==> config.mk <==
export PLATFORM = sky130hd
export DESIGN_NAME = moore_seq_detector_param_flat
export DESIGN_NICKNAME = d
export VERILOG_FILES = /design/src/rtl/moore_seq_detector_param_pkg.sv /design/src/rtl/moore_seq_detector_param_if.sv /design/src/rtl/moore_seq_detector_param_seq_sat_counter.sv /design/src/rtl/moore_seq_detector_param.sv /design/src/flat_wrapper.sv
export SDC_FILE = /design/constraint.sdc
export NUM_CORES = 1
export LEC_CHECK = 0
export CAP_MARGIN = 15
export CORE_MARGIN = 4
export CORE_UTILIZATION = 54
export DETAILED_ROUTE_END_ITERATION = 6
export PLACE_DENSITY = 0.89
export SLEW_MARGIN = 10
export SYNTH_ARGS = -nofsm -noshare
export SYNTH_HDL_FRONTEND = slang
export SYNTH_SLANG_ARGS = --single-unit
==> constraint.sdc <==
create_clock -name clk -period 6.1 [get_ports clk]
set_input_delay 0.915 -clock clk [delete_from_list [all_inputs] [get_ports clk]]
set_output_delay 0.915 -clock clk [all_outputs]
set_load 0.02 [all_outputs]
==> src/rtl/moore_seq_detector_param_pkg.sv <==
// Shared types, legal parameter bounds and the saturating-increment helper
// for the programmable Moore sequence detector.
package moore_seq_pkg;

    typedef enum logic [1:0] {
        FILL = 2'd0,
        RUN  = 2'd1,
        HIT  = 2'd2
    } state_e;

    localparam int PAT_W_MIN = 2;
    localparam int PAT_W_MAX = 16;
    localparam int CNT_W_MIN = 1;
    localparam int CNT_W_MAX = 16;

    // Operates on the widest legal counter; callers truncate to their own width.
    function automatic logic [CNT_W_MAX-1:0] sat_inc(input logic [CNT_W_MAX-1:0] val,
                                                     input int unsigned width);
        logic [CNT_W_MAX-1:0] max_val;
        max_val = CNT_W_MAX'((32'd1 << width) - 32'd1);
        return (val == max_val) ? val : val + CNT_W_MAX'(1);
    endfunction

endpackage

==> src/rtl/moore_seq_detector_param_if.sv <==
// Bit-stream, control and status bundle of the sequence detector.
// Optional pattern mask port present only when MOORE_SEQ_MASK_EN is defined.
interface moore_seq_detector_param_if #(
    parameter int PAT_W = 4,
    parameter int CNT_W = 8
);
    logic             en_i;
    logic             in_seq_i;
    logic             load_i;
    logic [PAT_W-1:0] pat_in_i;
`ifdef MOORE_SEQ_MASK_EN
    logic [PAT_W-1:0] pat_mask_in_i;
`endif
    logic             overlap_i;
    logic             clr_cnt_i;
    logic             out_seq_o;
    logic             armed_o;
    logic [CNT_W-1:0] match_cnt_o;

    modport master (
        output en_i, in_seq_i, load_i, pat_in_i,
`ifdef MOORE_SEQ_MASK_EN
        output pat_mask_in_i,
`endif
        output overlap_i, clr_cnt_i,
        input  out_seq_o, armed_o, match_cnt_o
    );

    modport slave (
        input  en_i, in_seq_i, load_i, pat_in_i,
`ifdef MOORE_SEQ_MASK_EN
        input  pat_mask_in_i,
`endif
        input  overlap_i, clr_cnt_i,
        output out_seq_o, armed_o, match_cnt_o
    );

endinterface

==> src/rtl/moore_seq_detector_param_seq_sat_counter.sv <==
// Saturating up-counter with a synchronous clear that wins over increment.
module seq_sat_counter
    import moore_seq_pkg::*;
#(
    parameter int CNT_W = 8
) (
    input  logic             clk,
    input  logic             reset,
    input  logic             inc_i,
    input  logic             clr_i,
    output logic [CNT_W-1:0] cnt_o
);

    logic [CNT_W-1:0] cnt_q;
    logic [CNT_W-1:0] cnt_d;

    always_comb begin
        cnt_d = cnt_q;
        if (clr_i) begin
            cnt_d = '0;
        end else if (inc_i) begin
            cnt_d = CNT_W'(sat_inc(CNT_W_MAX'(cnt_q), CNT_W));
        end
    end

    always_ff @(posedge clk or negedge reset) begin
        if (!reset) begin
            cnt_q <= '0;
        end else begin
            cnt_q <= cnt_d;
        end
    end

    assign cnt_o = cnt_q;

endmodule

==> src/rtl/moore_seq_detector_param.sv <==
// Run-time programmable Moore sequence detector with overlap select and match counter.
// Define MOORE_SEQ_MASK_EN to add a per-bit don't-care mask loaded with the pattern.
module moore_seq_detector_param
    import moore_seq_pkg::*;
#(
    parameter int               PAT_W    = 4,
    parameter logic [PAT_W-1:0] PAT_INIT = PAT_W'(4'b1011),
    parameter int               CNT_W    = 8
) (
    input logic                       clk,
    input logic                       reset,
    moore_seq_detector_param_if.slave bus
);

    localparam int                FILL_W    = $clog2(PAT_W + 1);
    localparam logic [FILL_W-1:0] FILL_FULL = FILL_W'(PAT_W);

    if (PAT_W < PAT_W_MIN || PAT_W > PAT_W_MAX ||
        CNT_W < CNT_W_MIN || CNT_W > CNT_W_MAX) begin : g_param_check
        $error("moore_seq_detector_param: PAT_W or CNT_W outside legal range");
    end

    logic [PAT_W-1:0]  pat_q, pat_d;
    logic [PAT_W-1:0]  hist_q, hist_d;
    logic [FILL_W-1:0] fill_q, fill_d;
    state_e            state_q, state_d;

    logic [PAT_W-1:0]  hist_n;
    logic [FILL_W-1:0] fill_n;
    logic              cmp_ok;
    logic              hit;

`ifdef MOORE_SEQ_MASK_EN
    logic [PAT_W-1:0] mask_q, mask_d;
    assign cmp_ok = (((hist_n ^ pat_q) & mask_q) == '0);
`else
    assign cmp_ok = (hist_n == pat_q);
`endif

    // The oldest history bit falls off the top as the new bit enters at the LSB.
    assign hist_n = PAT_W'({hist_q, bus.in_seq_i});
    assign fill_n = (fill_q == FILL_FULL) ? fill_q : fill_q + FILL_W'(1);

    always_comb begin
        pat_d   = pat_q;
        hist_d  = hist_q;
        fill_d  = fill_q;
        state_d = state_q;
        hit     = 1'b0;
`ifdef MOORE_SEQ_MASK_EN
        mask_d  = mask_q;
`endif
        if (bus.load_i) begin
            pat_d   = bus.pat_in_i;
            hist_d  = '0;
            fill_d  = '0;
            state_d = FILL;
`ifdef MOORE_SEQ_MASK_EN
            mask_d  = bus.pat_mask_in_i;
`endif
        end else if (bus.en_i) begin
            hist_d = hist_n;
            hit    = (fill_n == FILL_FULL) && cmp_ok;
            if (hit) begin
                state_d = HIT;
            end else if (fill_n == FILL_FULL) begin
                state_d = RUN;
            end else begin
                state_d = FILL;
            end
            // Non-overlapping mode demands PAT_W fresh bits before the next match.
            fill_d = (hit && !bus.overlap_i) ? '0 : fill_n;
        end else if (state_q == HIT) begin
            state_d = RUN;
        end
    end

    always_ff @(posedge clk or negedge reset) begin
        if (!reset) begin
            pat_q   <= PAT_INIT;
            hist_q  <= '0;
            fill_q  <= '0;
            state_q <= FILL;
`ifdef MOORE_SEQ_MASK_EN
            mask_q  <= '1;
`endif
        end else begin
            pat_q   <= pat_d;
            hist_q  <= hist_d;
            fill_q  <= fill_d;
            state_q <= state_d;
`ifdef MOORE_SEQ_MASK_EN
            mask_q  <= mask_d;
`endif
        end
    end

    assign bus.out_seq_o = (state_q == HIT);
    assign bus.armed_o   = (state_q != FILL);

    seq_sat_counter #(
        .CNT_W (CNT_W)
    ) u_match_cnt (
        .clk   (clk),
        .reset (reset),
        .inc_i (hit),
        .clr_i (bus.clr_cnt_i),
        .cnt_o (bus.match_cnt_o)
    );

endmodule

==> src/flat_wrapper.sv <==
// flat-port wrapper written by rule: the top's interface ports become plain ports
module moore_seq_detector_param_flat import moore_seq_pkg::*;
#(
    parameter int               PAT_W    = 4,
    parameter logic [PAT_W-1:0] PAT_INIT = PAT_W'(4'b1011),
    parameter int               CNT_W    = 8
)
  (clk, reset, bus_en_i, bus_in_seq_i, bus_load_i, bus_pat_in_i, bus_overlap_i, bus_clr_cnt_i, bus_out_seq_o, bus_armed_o, bus_match_cnt_o);
  moore_seq_detector_param_if #(.PAT_W(PAT_W), .CNT_W(CNT_W)) bus_i ();
  input logic clk;
  input logic reset;
  input wire logic [$bits(bus_i.en_i)-1:0] bus_en_i;
  input wire logic [$bits(bus_i.in_seq_i)-1:0] bus_in_seq_i;
  input wire logic [$bits(bus_i.load_i)-1:0] bus_load_i;
  input wire logic [$bits(bus_i.pat_in_i)-1:0] bus_pat_in_i;
  input wire logic [$bits(bus_i.overlap_i)-1:0] bus_overlap_i;
  input wire logic [$bits(bus_i.clr_cnt_i)-1:0] bus_clr_cnt_i;
  output wire logic [$bits(bus_i.out_seq_o)-1:0] bus_out_seq_o;
  output wire logic [$bits(bus_i.armed_o)-1:0] bus_armed_o;
  output wire logic [$bits(bus_i.match_cnt_o)-1:0] bus_match_cnt_o;
  assign bus_i.en_i = bus_en_i;
  assign bus_i.in_seq_i = bus_in_seq_i;
  assign bus_i.load_i = bus_load_i;
  assign bus_i.pat_in_i = bus_pat_in_i;
  assign bus_i.overlap_i = bus_overlap_i;
  assign bus_i.clr_cnt_i = bus_clr_cnt_i;
  assign bus_out_seq_o = bus_i.out_seq_o;
  assign bus_armed_o = bus_i.armed_o;
  assign bus_match_cnt_o = bus_i.match_cnt_o;
  moore_seq_detector_param #(.PAT_W(PAT_W), .PAT_INIT(PAT_INIT), .CNT_W(CNT_W)) u_core (.clk(clk), .reset(reset), .bus(bus_i));
endmodule
==> out/summary.json, run 1 <==
{
  "slew_headroom": 0.4144,
  "die_width_um": 53.46,
  "total_leakage_power_nw": 0.5856,
  "vias_per_cell": 5.830,
  "timing.critical_path.slowest_stage_cell": "or4b_1",
  "final_max_slew_viol_count": 0,
  "cp_cell_sequence": "clkdlybuf4s50_1 -> xor2_1 -> nor4_4 -> nand4_2 -> or4b_1 -> o211a_1",
  "syn_to_final_growth_pct": 21.64,
  "ys_warn_count": 0,
  "synth-seq-area-share": 0.4518,
  "first_pass_iters": 4,
  "cts-resized-gates": 0,
  "fmax_mhz": 370.6,
  "grt_antenna_before_repair": 0,
  "layout_cell_share_with_drive_strength_beyond_1": 0.1270,
  "timing.critical_path.required_ns": 6.30,
  "groute.usage.overall": 0.1809,
  "postCtsHoldBufs": 0,
  "post-synth-top-area-fraction": 0.3812,
  "yosys.area_share.simple": 0.2433,
  "first_global_vias": 875,
  "htreeDepth": 1,
  "timing.final.hold_violations": 0,
  "synth_xor_area_frac": 0.04709,
  "core-area_um2": 1962,
  "hold_crit_path_type": "reg2reg",
  "placed_cells": 149,
  "cts.sink_count": 20,
  "post_synth_most_frequent_cells": "17 x dfrtp_1, 9 x nor2_1, 7 x inv_1, 6 x nand2_1, 6 x nand3_1",
  "initial_core_util": 0.5689,
  "max_slew.worst_pin.slew_ns": 0.8757,
  "postSynthRegisterBits": 20,
  "finalSetupTns_ns": 0,
  "minimum_clock_period_ns": 2.698,
  "synth_adder_area_share": 0.03363,
  "clk_latency_ns": 0.30,
  "timing.critical_path.fanout_max": 11,
  "routabilityCongestion": 0.7951,
  "synth.most_common_cell": "dfrtp_1",
  "finClkSkew_ns": 0.001278,
  "cts_buffers": 3,
  "grt_first_pass_wirelength_mm": 3.788,
  "insertedDiodeCount": 0,
  "postSynth.topFlopCell": "dfrtp_1",
  "dr_total_vias": 892,
  "post-synth-top-area-cell": "dfrtp_1",
  "drtIter0Drc": 21,
  "synth_top_family_by_area": "simple AND/OR/NAND/NOR gates",
  "grt_overflow_total": 0,
  "wl_per_cell_um": 14.66,
  "final_cells": 153,
  "multi_input_area_um2": 556.8,
  "data_arrival_at_the_endpoint_of_the_critical_path_ns": 2.90,
  "outcome": "finished clean",
  "netlist_area_um2": 1116,
  "post_synth.cell_area_avg_um2": 10.53,
  "synth_cell_types": 38,
  "power_per_cell_area_nw_per_um2": 186.6,
  "root_buffer": "clkbuf_4",
  "design.portCount": 21,
  "post_cts_buffers": 0,
  "synth-compound-area-share": 0.08969,
  "finish.net_count": 141,
  "wl_mm": 2.243,
  "die_area_um2": 2858,
  "preCtsSetupSlack_ns": 3.094,
  "cts_tree": "yes",
  "post_dp_hpwl_mm": 1.672,
  "drcViolationCount": 0,
  "proportion_of_register_bits_with_asynchronous_set_or_reset_after_synthesis": 1.000,
  "ctsLongestPathBuffers": 2,
  "die_height_um": 53.46,
  "post-route-worst-setup-slack_ns": 3.402,
  "worst_setup_path_start_kind": "input port",
  "rsz0062_at_grt": "no",
  "register_clock_pin_slew_on_the_reported_worst_setup_and_hold_paths_ns": 0.11,
  "crit_buf_inv": 1,
  "fill_cells": 165,
  "edff_count_synth": 0,
  "numPortBuffers": 20,
  "floorplan.rows": 16,
  "worst_setup_path_end_kind": "flip-flop",
  "syn_inst": 106,
  "top_cells_by_area_in_the_synthesized_netlist": "dfrtp_1 38%, dfstp_2 7.1%, mux2i_1 4.5%",
  "detail-route-antenna-nets": 0,
  "synth.area.mux_share": 0.08520,
  "criticalPathCategory": "in2reg",
  "finalCritPeriodShare": 0.4423,
  "synth.net_count": 120,
  "storage_cell_area_um2": 504.2,
  "worst_path_dominant_cell_family": "simple AND/OR/NAND/NOR gates",
  "max_cap_violations": 0,
  "peakVddDrop_v": 0.0001415,
  "critPathMaxStageDelay_ns": 0.59,
  "finalSetupViolations": 0,
  "grt_start_max_net_pins": 21
}
cell type report:
| type | count | area share |
|---|---|---|
| multi-input combinational | 75 | 0.4101 |
| sequential | 20 | 0.3714 |
| timing repair buffer | 20 | 0.1475 |
| clock buffer | 4 | 0.02673 |
| tap | 27 | 0.02488 |
| inverter | 7 | 0.01935 |
placed cells by master (no fill, tap or decap), types with 4 or more instances in the layout:
| cell type | instances |
|---|---|
| a21oi_1 | 5 |
| xor2_1 | 4 |
| dfrtp_1 | 17 |
| mux2_2 | 4 |
| clkdlybuf4s50_1 | 20 |
| nand2_1 | 6 |
| mux2i_1 | 5 |
| nor2_1 | 9 |
| o31ai_1 | 4 |
| inv_1 | 7 |
| nand3_1 | 6 |
worst reg2reg max path, delay by kind of cell (launching register included):
kind | cells | cell delay [ns]
and+or+nand+nor | 3 | 1.17
DFF | 1 | 0.43
adders and majority gates | 1 | 0.24
AOI/OAI and AO/OA | 2 | 0.34
buffers and inverters | 1 | 0.10
registers in the layout (all words and copies together) (netlist names):
| register | flops |
|---|---|
| u_core.pat_q | 4 |
| u_core.fill_q | 3 |
| u_core.hist_q | 3 |
| u_core.u_match_cnt.cnt_o | 8 |
| u_core.state_q | 2 |
stage by stage:
step | cell area, um^2 | total power (W) | util | hold slack (ns)
4_1_cts | 1358 | 0.0002561 | 0.6920 | 0.5618
2_1_floorplan | 1116 | 0.0001658 | - | 0.5011
3_3_place_gp | 1321 | 0.0001775 | 0.6735 | 0.5215
5_1_grt | 1358 | 0.0002650 | 0.6920 | 0.5865
6_report | 1358 | 0.0002533 | 0.6920 | 0.5554
3_5_place_dp | 1321 | 0.0001795 | 0.6735 | 0.5427
cells by family after synthesis:
family	after synthesis
and+or+nand+nor	43
DFF	20
AOI/OAI and AO/OA	14
buffers and inverters	11
muxes	9
xor gates and xnor gates	6
adders and majority gates	3
worst paths after layout:
kind	cells after the start	startpoint	slack, ns	end
max reg2reg	7	u_core.fill_q[0]	3.72	u_core.u_match_cnt.cnt_o[6]
max in group asynchronous	1	reset	4.46	u_core.state_q[1]
min	2	u_core.state_q[1]	0.56	u_core.state_q[1]
min reg2reg	2	u_core.state_q[1]	0.56	u_core.state_q[1]
min in group asynchronous	1	reset	1.10	u_core.fill_q[0]
max	6	bus_in_seq_i	3.40	u_core.u_match_cnt.cnt_o[6]
routing by layer:
metal | global-route usage | vias to the layer above | routed length [um]
li1 | - | 420 | -
met1 | 0.2351 | 440 | 979
met2 | 0.3041 | 30 | 1123
met3 | 0.02535 | 2 | 118
met4 | 0.05957 | 0 | 22
met5 | 0 | - | 0
report_power, final:
group	switching (W)	internal [W]	leakage (nW)	total, W
logic	0.0000169	0.0000163	0.300	0.0000332
clock network	0.0000405	0.0000364	0.0210	0.0000769
registers	0.00000425	0.000139	0.264	0.000143
(Power assumes the default switching activity.)
==> run 2, diff against run 1 <==
- CORE_UTILIZATION: 54 -> 46
- PLACE_DENSITY: 0.89 -> 0.82
- clock period: 6.1 -> 2.2 ns (I/O delays scaled with it)
==> run 2 against run 1 <==
  * Worst hold slack lost 0.21 ns
  * Final cell count grew 9.2%
  * Clock power grew to 3.9 times the previous value
  * Highest routed layer unchanged
  * Worst setup slack lost 3.3 ns
  * First-iteration DRC count shrank 29%
  * Die area grew 15%
  * Sequential share of layout area shrank 3.4 points
  * Critical path depth is the same
  * Critical endpoint is now u_core.u_match_cnt.cnt_o[3]
  * Combinational power grew to 3.2 times the previous value
==> out/summary.json, run 2 (same netlist as run 1, synthesis figures left out) <==
{
  "post-route-worst-setup-slack": {"value": 0.1155, "unit": "ns", "change": "-3.286 ns"},
  "vias_per_cell": {"value": 5.539, "change": "-5.0%"},
  "hold_crit_path_type": "in2async",
  "final_cells": {"value": 167, "change": "+9.2%"},
  "routabilityCongestion": {"value": 0.7897, "change": "-0.68%"},
  "fmax_mhz": 479.7,
  "grt_overflow_total": {"value": 0, "change": "unchanged"},
  "finish.net_count": {"value": 154, "change": "+9.2%"},
  "design.portCount": {"value": 21, "change": "unchanged"},
  "r2r_start": "u_core.fill_q[0]",
  "minimum_clock_period_ns": 2.084,
  "die_width": {"value": 57.26, "unit": "um", "change": "+7.1%"},
  "register_clock_pin_slew_on_the_reported_worst_setup_and_hold_paths": {"value": 0.11, "unit": "ns", "change": "about the same"},
  "core-area": {"value": 2255, "unit": "um^2", "change": "+15%"},
  "timing.final.hold_violations": {"value": 0, "change": "unchanged"},
  "preCtsSetupSlack": {"value": -0.08869, "unit": "ns", "change": "-3.183 ns"},
  "grt_antenna_before_repair": {"value": 0, "change": "unchanged"},
  "finalCritPeriodShare": 0.9475,
  "groute.usage.overall": {"value": 0.1479, "change": "-0.03295"},
  "data_arrival_at_the_endpoint_of_the_critical_path": {"value": 2.32, "unit": "ns", "change": "-0.58 ns"},
  "outcome": "finished clean",
  "timing.critical_path.slowest_stage_cell": "or4_1",
  "wl_per_cell": {"value": 14.24, "unit": "um", "change": "-2.9%"},
  "die_area": {"value": 3278, "unit": "um^2", "change": "+15%"},
  "max_slew.worst_pin.slew": {"value": 0.3962, "unit": "ns", "change": "-0.4795 ns"},
  "post_dp_hpwl": {"value": 1.682, "unit": "mm", "change": "+0.60%"},
  "layout_cell_share_with_drive_strength_beyond_1": {"value": 0.2230, "change": "+0.09604"},
  "timing.critical_path.fanout_max": {"value": 5, "change": "-6"},
  "ctsLongestPathBuffers": {"value": 2, "change": "unchanged"},
  "floorplan.rows": {"value": 17, "change": "+1"},
  "finClkSkew": {"value": 0.004776, "unit": "ns", "change": "+0.003498 ns"},
  "insertedDiodeCount": {"value": 0, "change": "unchanged"},
  "slew_headroom": {"value": 0.7339, "change": "+0.3195"},
  "worst_r2r_endpoint": "u_core.u_match_cnt.cnt_o[3]",
  "wl": {"value": 2.378, "unit": "mm", "change": "+6.0%"},
  "worst_setup_path_start_kind": "flip-flop",
  "peakVddDrop": {"value": 0.0003675, "unit": "V", "change": "+160%"},
  "power_per_cell_area": {"value": 536.9, "unit": "nW/um^2", "change": "+190%"},
  "worst_setup_path_end_kind": "flip-flop",
  "leading_cell_type_in_the_layout_fill_and_taps_excluded": "clkdlybuf4s50_1",
  "syn_to_final_growth_pct": 33.74,
  "dr_total_vias": {"value": 925, "change": "+3.7%"},
  "grt_first_pass_wirelength": {"value": 3.801, "unit": "mm", "change": "+0.34%"},
  "total_leakage_power": {"value": 0.6483, "unit": "nW", "change": "+11%"},
  "largest_reg_flops": {"value": 8, "change": "unchanged"},
  "htreeDepth": {"value": 1, "change": "unchanged"},
  "fill_cells": {"value": 173, "change": "+4.8%"},
  "cp_cell_sequence": "ha_1 -> and4bb_1 -> o31a_1 -> nand4_4 -> or4_1 -> a21oi_2",
  "cts.sink_count": {"value": 20, "change": "unchanged"},
  "hold_slack": {"value": 0.3432, "unit": "ns", "change": "-0.2122 ns"},
  "cts_tree": "yes",
  "initial_core_util": {"value": 0.4950, "change": "-0.07387"},
  "die_height": {"value": 57.26, "unit": "um", "change": "+7.1%"},
  "detail-route-antenna-nets": {"value": 0, "change": "unchanged"},
  "clk_latency": {"value": 0.30, "unit": "ns", "change": "about the same"},
  "cts_buffers": {"value": 3, "change": "unchanged"},
  "worst_r2r_path_depth": {"value": 6, "change": "-1"},
  "rsz0062_at_grt": "no",
  "finalSetupViolations": {"value": 0, "change": "unchanged"},
  "max_cap_violations": {"value": 0, "change": "unchanged"},
  "drtIter0Drc": {"value": 15, "change": "-29%"},
  "numPortBuffers": {"value": 20, "change": "unchanged"},
  "root_buffer": "clkbuf_4",
  "final_max_slew_viol_count": {"value": 0, "change": "unchanged"},
  "worst_reg_to_reg_setup_slack": {"value": 0.12, "unit": "ns", "change": "-3.60 ns"},
  "timing.critical_path.required": {"value": 2.44, "unit": "ns", "change": "-3.86 ns"},
  "first_global_vias": {"value": 835, "change": "-4.6%"},
  "startpoint": "u_core.fill_q[0]",
  "grt_start_max_net_pins": {"value": 21, "change": "unchanged"},
  "cp-endpoint": "u_core.u_match_cnt.cnt_o[3]",
  "placed_cells": {"value": 159, "change": "+6.7%"},
  "postCtsHoldBufs": {"value": 0, "change": "unchanged"},
  "criticalPathCategory": "reg2reg",
  "critPathMaxStageDelay": {"value": 0.53, "unit": "ns", "change": "-0.06 ns"},
  "first_pass_iters": {"value": 4, "change": "unchanged"},
  "layout.cells.most_common_list": "20 x clkdlybuf4s50_1, 17 x dfrtp_1, 12 x buf_4",
  "drcViolationCount": {"value": 0, "change": "unchanged"}
}
## run 2: cell count changes in the layout (fill, tap and decap cells not counted)
cell | previous run | this run
buf_4 | 0 | 12
a21oi_1 | 5 | 4
a21oi_2 | 0 | 1
bufinv_16 | 0 | 1
clkbuf_8 | 1 | 0
ha_1 | 3 | 2
ha_2 | 0 | 1
nand4_4 | 0 | 1
## run 2: worst max-delay path: cells and delay by family, from the launching register on
family,cells,cell delay (ns)
adders and majority gates,1,0.24
and+or+nand+nor,3,0.97
DFF,1,0.42
AOI/OAI and AO/OA,2,0.40
## run 2: power by group
group	total (W)	internal [W]	switching, W	leakage [nW]
Combinational	0.000107	0.0000540	0.0000529	0.356
Clock	0.000298	0.000184	0.000114	0.0279
Sequential	0.000396	0.000385	0.0000111	0.264
Total	0.000801	0.000624	0.000178	0.648
## run 2: cell type report
type | instances | area, um^2 | share of cell area
Inverter | 7 | 26.28 | 0.01760
Clock inverter | 1 | 30.03 | 0.02012
Timing Repair Buffer | 32 | 290.3 | 0.1945
Clock buffer | 3 | 22.52 | 0.01509
Sequential cell | 20 | 504.2 | 0.3378
Tap cell | 28 | 35.03 | 0.02347
Multi-Input combinational cell | 76 | 584.3 | 0.3915
## run 2: worst min-delay path by stage
stage	from	endpoint	slack, ns	cells past startpoint
after global placement	u_core.pat_q[2]	u_core.pat_q[2]	0.53	1
after floorplan	reset	u_core.fill_q[0]	0.03	0
final	reset	u_core.u_match_cnt.cnt_o[7]	0.34	2
after CTS	reset	u_core.u_match_cnt.cnt_o[7]	0.34	2
after global routing	reset	u_core.u_match_cnt.cnt_o[7]	0.36	2
after detailed placement	u_core.pat_q[2]	u_core.pat_q[2]	0.52	1
## run 2: timing repair
item	4_1_cts	5_1_grt
cloned	0	1
setup buffers	1	2
pin swaps	0	3
gates resized for setup	1	2
endpoints found under the setup margin	4	5
## run 2: stage by stage
stage                     total power, W  cell area (um^2)  utilization  setup TNS (ns)
final                          0.0008014              1493       0.6620               0
after global routing           0.0008397              1493       0.6620               0
after CTS                      0.0008080              1459       0.6471               0
after floorplan                0.0004597              1116            -               0
after global placement         0.0004989              1390       0.6165        -0.08942
after detailed placement       0.0005028              1390       0.6165         -0.2539
## run 2: per-layer routing
layer / up-vias / part of all wire / global-route usage
met5: - / 0 / 0
li1: 450 / - / -
met4: 0 / 0.022 / 0.07947
met1: 447 / 0.44 / 0.1920
met2: 22 / 0.50 / 0.2349
met3: 6 / 0.036 / 0.02489
==> run 3, diff against run 2 <==
- PLACE_DENSITY: 0.82 -> 0.81
- SYNTH_HIERARCHICAL: not set -> 1
==> run 3 against run 2 <==
  * The flow now finishes with violations (setup timing)
  * Sequential cell count stayed put
  * Critical path depth is 4 higher
  * Sequential share of layout area is 1.3 points lower
  * Worst setup slack worse by 0.13 ns
  * Worst hold slack worse by 0.029 ns
  * Design area is 3.9% higher
  * Combinational power is 11% higher
  * First-iteration DRC count is 110% higher
==> out/summary.json, run 3 <==
{
  "fill_cells": {"value": 177, "change": "+2.3%"},
  "edff_count_synth": {"value": 0, "change": "unchanged"},
  "die_area": {"value": 3319, "unit": "um^2", "change": "+1.3%"},
  "startpoint": "u_core/fill_q[0]",
  "worst_r2r_endpoint": "u_core/u_match_cnt/cnt_o[7]",
  "initial_core_util": {"value": 0.4975, "change": "+0.002521"},
  "first_pass_iters": {"value": 4, "change": "unchanged"},
  "finish.net_count": {"value": 158, "change": "+2.6%"},
  "top_cells_by_area_in_the_synthesized_netlist": "dfrtp_1 38%, dfstp_2 7.0%, mux2_2 5.0%",
  "design.portCount": {"value": 21, "change": "unchanged"},
  "insertedDiodeCount": {"value": 0, "change": "unchanged"},
  "timing.final.hold_violations": {"value": 0, "change": "unchanged"},
  "wl_per_cell": {"value": 14.54, "unit": "um", "change": "+2.1%"},
  "fmax": {"value": 451.2, "unit": "MHz", "change": "-6.0%"},
  "die_height": {"value": 57.62, "unit": "um", "change": "+0.63%"},
  "rsz0062_at_grt": "yes",
  "r2r_start": "u_core/fill_q[0]",
  "ys_warn_count": {"value": 6, "change": "+6"},
  "layout_cell_share_with_drive_strength_beyond_1": {"value": 0.3077, "change": "+0.08467"},
  "post_dp_hpwl": {"value": 1.822, "unit": "mm", "change": "+8.3%"},
  "leading_cell_type_in_the_layout_fill_and_taps_excluded": "clkdlybuf4s50_1",
  "clk_latency": {"value": 0.30, "unit": "ns", "change": "about the same"},
  "grt_first_pass_wirelength": {"value": 4.374, "unit": "mm", "change": "+15%"},
  "multi_input_area": {"value": 634.4, "unit": "um^2", "change": "+8.6%"},
  "postSynthRegisterBits": {"value": 20, "change": "unchanged"},
  "finalSetupViolations": {"value": 1, "change": "+1"},
  "minimum_clock_period": {"value": 2.216, "unit": "ns", "change": "+0.1319 ns"},
  "numPortBuffers": {"value": 20, "change": "unchanged"},
  "floorplan.rows": {"value": 17, "change": "unchanged"},
  "total_power": {"value": 0.0008142, "unit": "W", "change": "+1.6%"},
  "wl": {"value": 2.486, "unit": "mm", "change": "+4.5%"},
  "criticalPathCategory": "reg2reg",
  "worst_setup_path_start_kind": "flip-flop",
  "vias_per_cell": {"value": 5.661, "change": "+2.2%"},
  "synth.most_common_cell": "dfrtp_1",
  "register_clock_pin_slew_on_the_reported_worst_setup_and_hold_paths": {"value": 0.12, "unit": "ns", "change": "about the same"},
  "postCtsHoldBufs": {"value": 0, "change": "unchanged"},
  "worst_path_dominant_cell_family": "simple AND/OR/NAND/NOR gates",
  "postSynth.topFlopCell": "dfrtp_1",
  "finalCritPeriodShare": {"value": 1.007, "change": "+0.05996"},
  "synth_cell_types": {"value": 40, "change": "+5.3%"},
  "layout.cells.most_common_list": "20 x clkdlybuf4s50_1, 17 x dfrtp_1, 13 x buf_4",
  "max_cap_violations": {"value": 0, "change": "unchanged"},
  "drtIter0Drc": {"value": 31, "change": "+16"},
  "groute.usage.overall": {"value": 0.1668, "change": "+0.01892"},
  "core-area": {"value": 2276, "unit": "um^2", "change": "+0.94%"},
  "timing.critical_path.required": {"value": 2.39, "unit": "ns", "change": "-0.05 ns"},
  "peakVddDrop": {"value": 0.0005532, "unit": "V", "change": "+51%"},
  "htreeDepth": {"value": 1, "change": "unchanged"},
  "detail-route-antenna-nets": {"value": 0, "change": "unchanged"},
  "postLayoutCellArea": {"value": 1550, "unit": "um^2", "change": "+3.9%"},
  "critPathMaxStageDelay": {"value": 0.44, "unit": "ns", "change": "-0.09 ns"},
  "cts.sink_count": {"value": 20, "change": "unchanged"},
  "max_slew.worst_pin.slew": {"value": 0.4242, "unit": "ns", "change": "+0.02804 ns"},
  "first_global_vias": {"value": 1014, "change": "+21%"},
  "timing.critical_path.slowest_stage_cell": "dfrtp_1",
  "finish.utilization": {"value": 0.6811, "change": "+0.01910"},
  "drcViolationCount": {"value": 0, "change": "unchanged"},
  "preCtsSetupSlack": {"value": -0.2031, "unit": "ns", "change": "-0.1144 ns"},
  "proportion_of_register_bits_with_asynchronous_set_or_reset_after_synthesis": {"value": 1.000, "change": "unchanged"},
  "die_width": {"value": 57.62, "unit": "um", "change": "+0.63%"},
  "post_synth.cell_area_avg": {"value": 10.29, "unit": "um^2", "change": "-2.2%"},
  "hold_crit_path_type": "in2async",
  "timing.critical_path.fanout_max": {"value": 4, "change": "-1"},
  "slew_headroom": {"value": 0.7163, "change": "-0.01755"},
  "storage_cell_area": {"value": 504.2, "unit": "um^2", "change": "unchanged"},
  "worst_reg_to_reg_setup_slack": {"value": -0.02, "unit": "ns", "change": "-0.13 ns"},
  "syn_inst": {"value": 110, "change": "+3.8%"},
  "grt_overflow_total": {"value": 0, "change": "unchanged"},
  "post_synth_most_frequent_cells": "17 x dfrtp_1, 12 x nor2_1, 6 x nand2_1, 6 x xnor2_1",
  "worst_setup_path_end_kind": "flip-flop",
  "synth-seq-area-share": {"value": 0.4453, "change": "-0.006490"},
  "cp_cell_sequence": "inv_2 -> ha_4 -> and3b_1 -> a311oi_2 -> or3_4 -> nor2_4 -> buf_6 -> nand4_1 -> nor4b_2 -> nor3b_1",
  "place_area": {"value": 1444, "unit": "um^2", "change": "+3.9%"},
  "dr_total_vias": {"value": 968, "change": "+4.6%"},
  "cts_buffers": {"value": 3, "change": "unchanged"},
  "cts_tree": "yes",
  "final_max_slew_viol_count": {"value": 0, "change": "unchanged"},
  "netlist_area": {"value": 1132, "unit": "um^2", "change": "+1.5%"},
  "total_leakage_power": {"value": 0.6419, "unit": "nW", "change": "-0.98%"},
  "routabilityCongestion": {"value": 0.8380, "change": "+6.1%"},
  "post-synth-top-area-cell": "dfrtp_1",
  "finClkSkew": {"value": 0.007669, "unit": "ns", "change": "+0.002893 ns"},
  "post-synth-top-area-fraction": {"value": 0.3757, "change": "-0.005475"},
  "root_buffer": "clkbuf_4",
  "violated_checks": "setup timing",
  "ctsLongestPathBuffers": {"value": 2, "change": "unchanged"},
  "power_per_cell_area": {"value": 525.2, "unit": "nW/um^2", "change": "-2.2%"},
  "largest_reg_flops": {"value": 8, "change": "unchanged"},
  "data_arrival_at_the_endpoint_of_the_critical_path": {"value": 2.40, "unit": "ns", "change": "+0.08 ns"},
  "crit_buf_inv": {"value": 2, "change": "+2"},
  "finalSetupTns": {"value": -0.01640, "unit": "ns", "change": "-0.01640 ns"},
  "outcome": "finished with violations",
  "synth.net_count": {"value": 124, "change": "+3.3%"},
  "worst_r2r_path_depth": {"value": 10, "change": "+4"},
  "syn_to_final_growth_pct": 36.91,
  "post-route-worst-setup-slack": {"value": -0.01640, "unit": "ns", "change": "-0.1319 ns"},
  "grt_start_max_net_pins": {"value": 13, "change": "-38%"},
  "grt_antenna_before_repair": {"value": 0, "change": "unchanged"}
}
==> run 3: logic make-up (layout without fill, tap and decap cells) <==
group	after synthesis	in the layout	share of synthesized area
and+or+nand+nor	47	47	0.2298
DFF	20	20	0.4453
AOI/OAI and AO/OA	14	14	0.09724
muxes	11	11	0.1072
buffers and inverters	9	42	0.04088
xor gates and xnor gates	6	6	0.04641
adders and majority gates	3	3	0.03315
==> run 3: worst max path at each step <==
stage	slack, ns	cells after the start	endpoint
CTS	0.007	9	u_core/u_match_cnt/cnt_o[7]
global route	-0.11	10	u_core/u_match_cnt/cnt_o[7]
floorplan	0.02	10	u_core/u_match_cnt/cnt_o[5]
global placement	-0.13	9	u_core/u_match_cnt/cnt_o[7]
finish	-0.02	10	u_core/u_match_cnt/cnt_o[7]
detailed placement	-0.20	9	u_core/u_match_cnt/cnt_o[7]
==> run 3: where the power goes <==
part           total [W]  internal [W]  switching (W)
registers       0.000397      0.000385      0.0000115
clock network   0.000299      0.000184       0.000114
logic           0.000119     0.0000669      0.0000522
==> run 3: final cells by class <==
cell class	count	area share
clock buffers	3	0.01453
clock inverters	1	0.01937
inverters	4	0.009685
multi-input cells	81	0.4092
flip-flops and latches	20	0.3253
well taps	28	0.02260
repair buffers	34	0.1994
==> run 3: metrics by stage <==
| step | hold WS (ns) | std cells |
|---|---|---|
| 4_1_cts | 0.3192 | 169 |
| 5_1_grt | 0.3119 | 171 |
| 2_1_floorplan | 0.03441 | 110 |
| 6_report | 0.3137 | 171 |
| 3_5_place_dp | 0.5215 | 165 |
| 3_3_place_gp | 0.5062 | 165 |
==> run 3: repair_timing <==
item	in CTS	in global routing
hold endpoints to repair	0	0
resized for setup	2	8
endpoints found under the setup margin	2	6
pin swaps	0	6
buffers inserted	0	2
==> run 3: layer usage <==
metal  global-route usage  vias to the layer above  part of all wire
met3              0.02895                        4             0.055
met1               0.2037                      471              0.42
met4              0.06954                        0            0.0068
li1                     -                      457                 -
met2               0.2887                       36              0.51
met5                    0                        -                 0
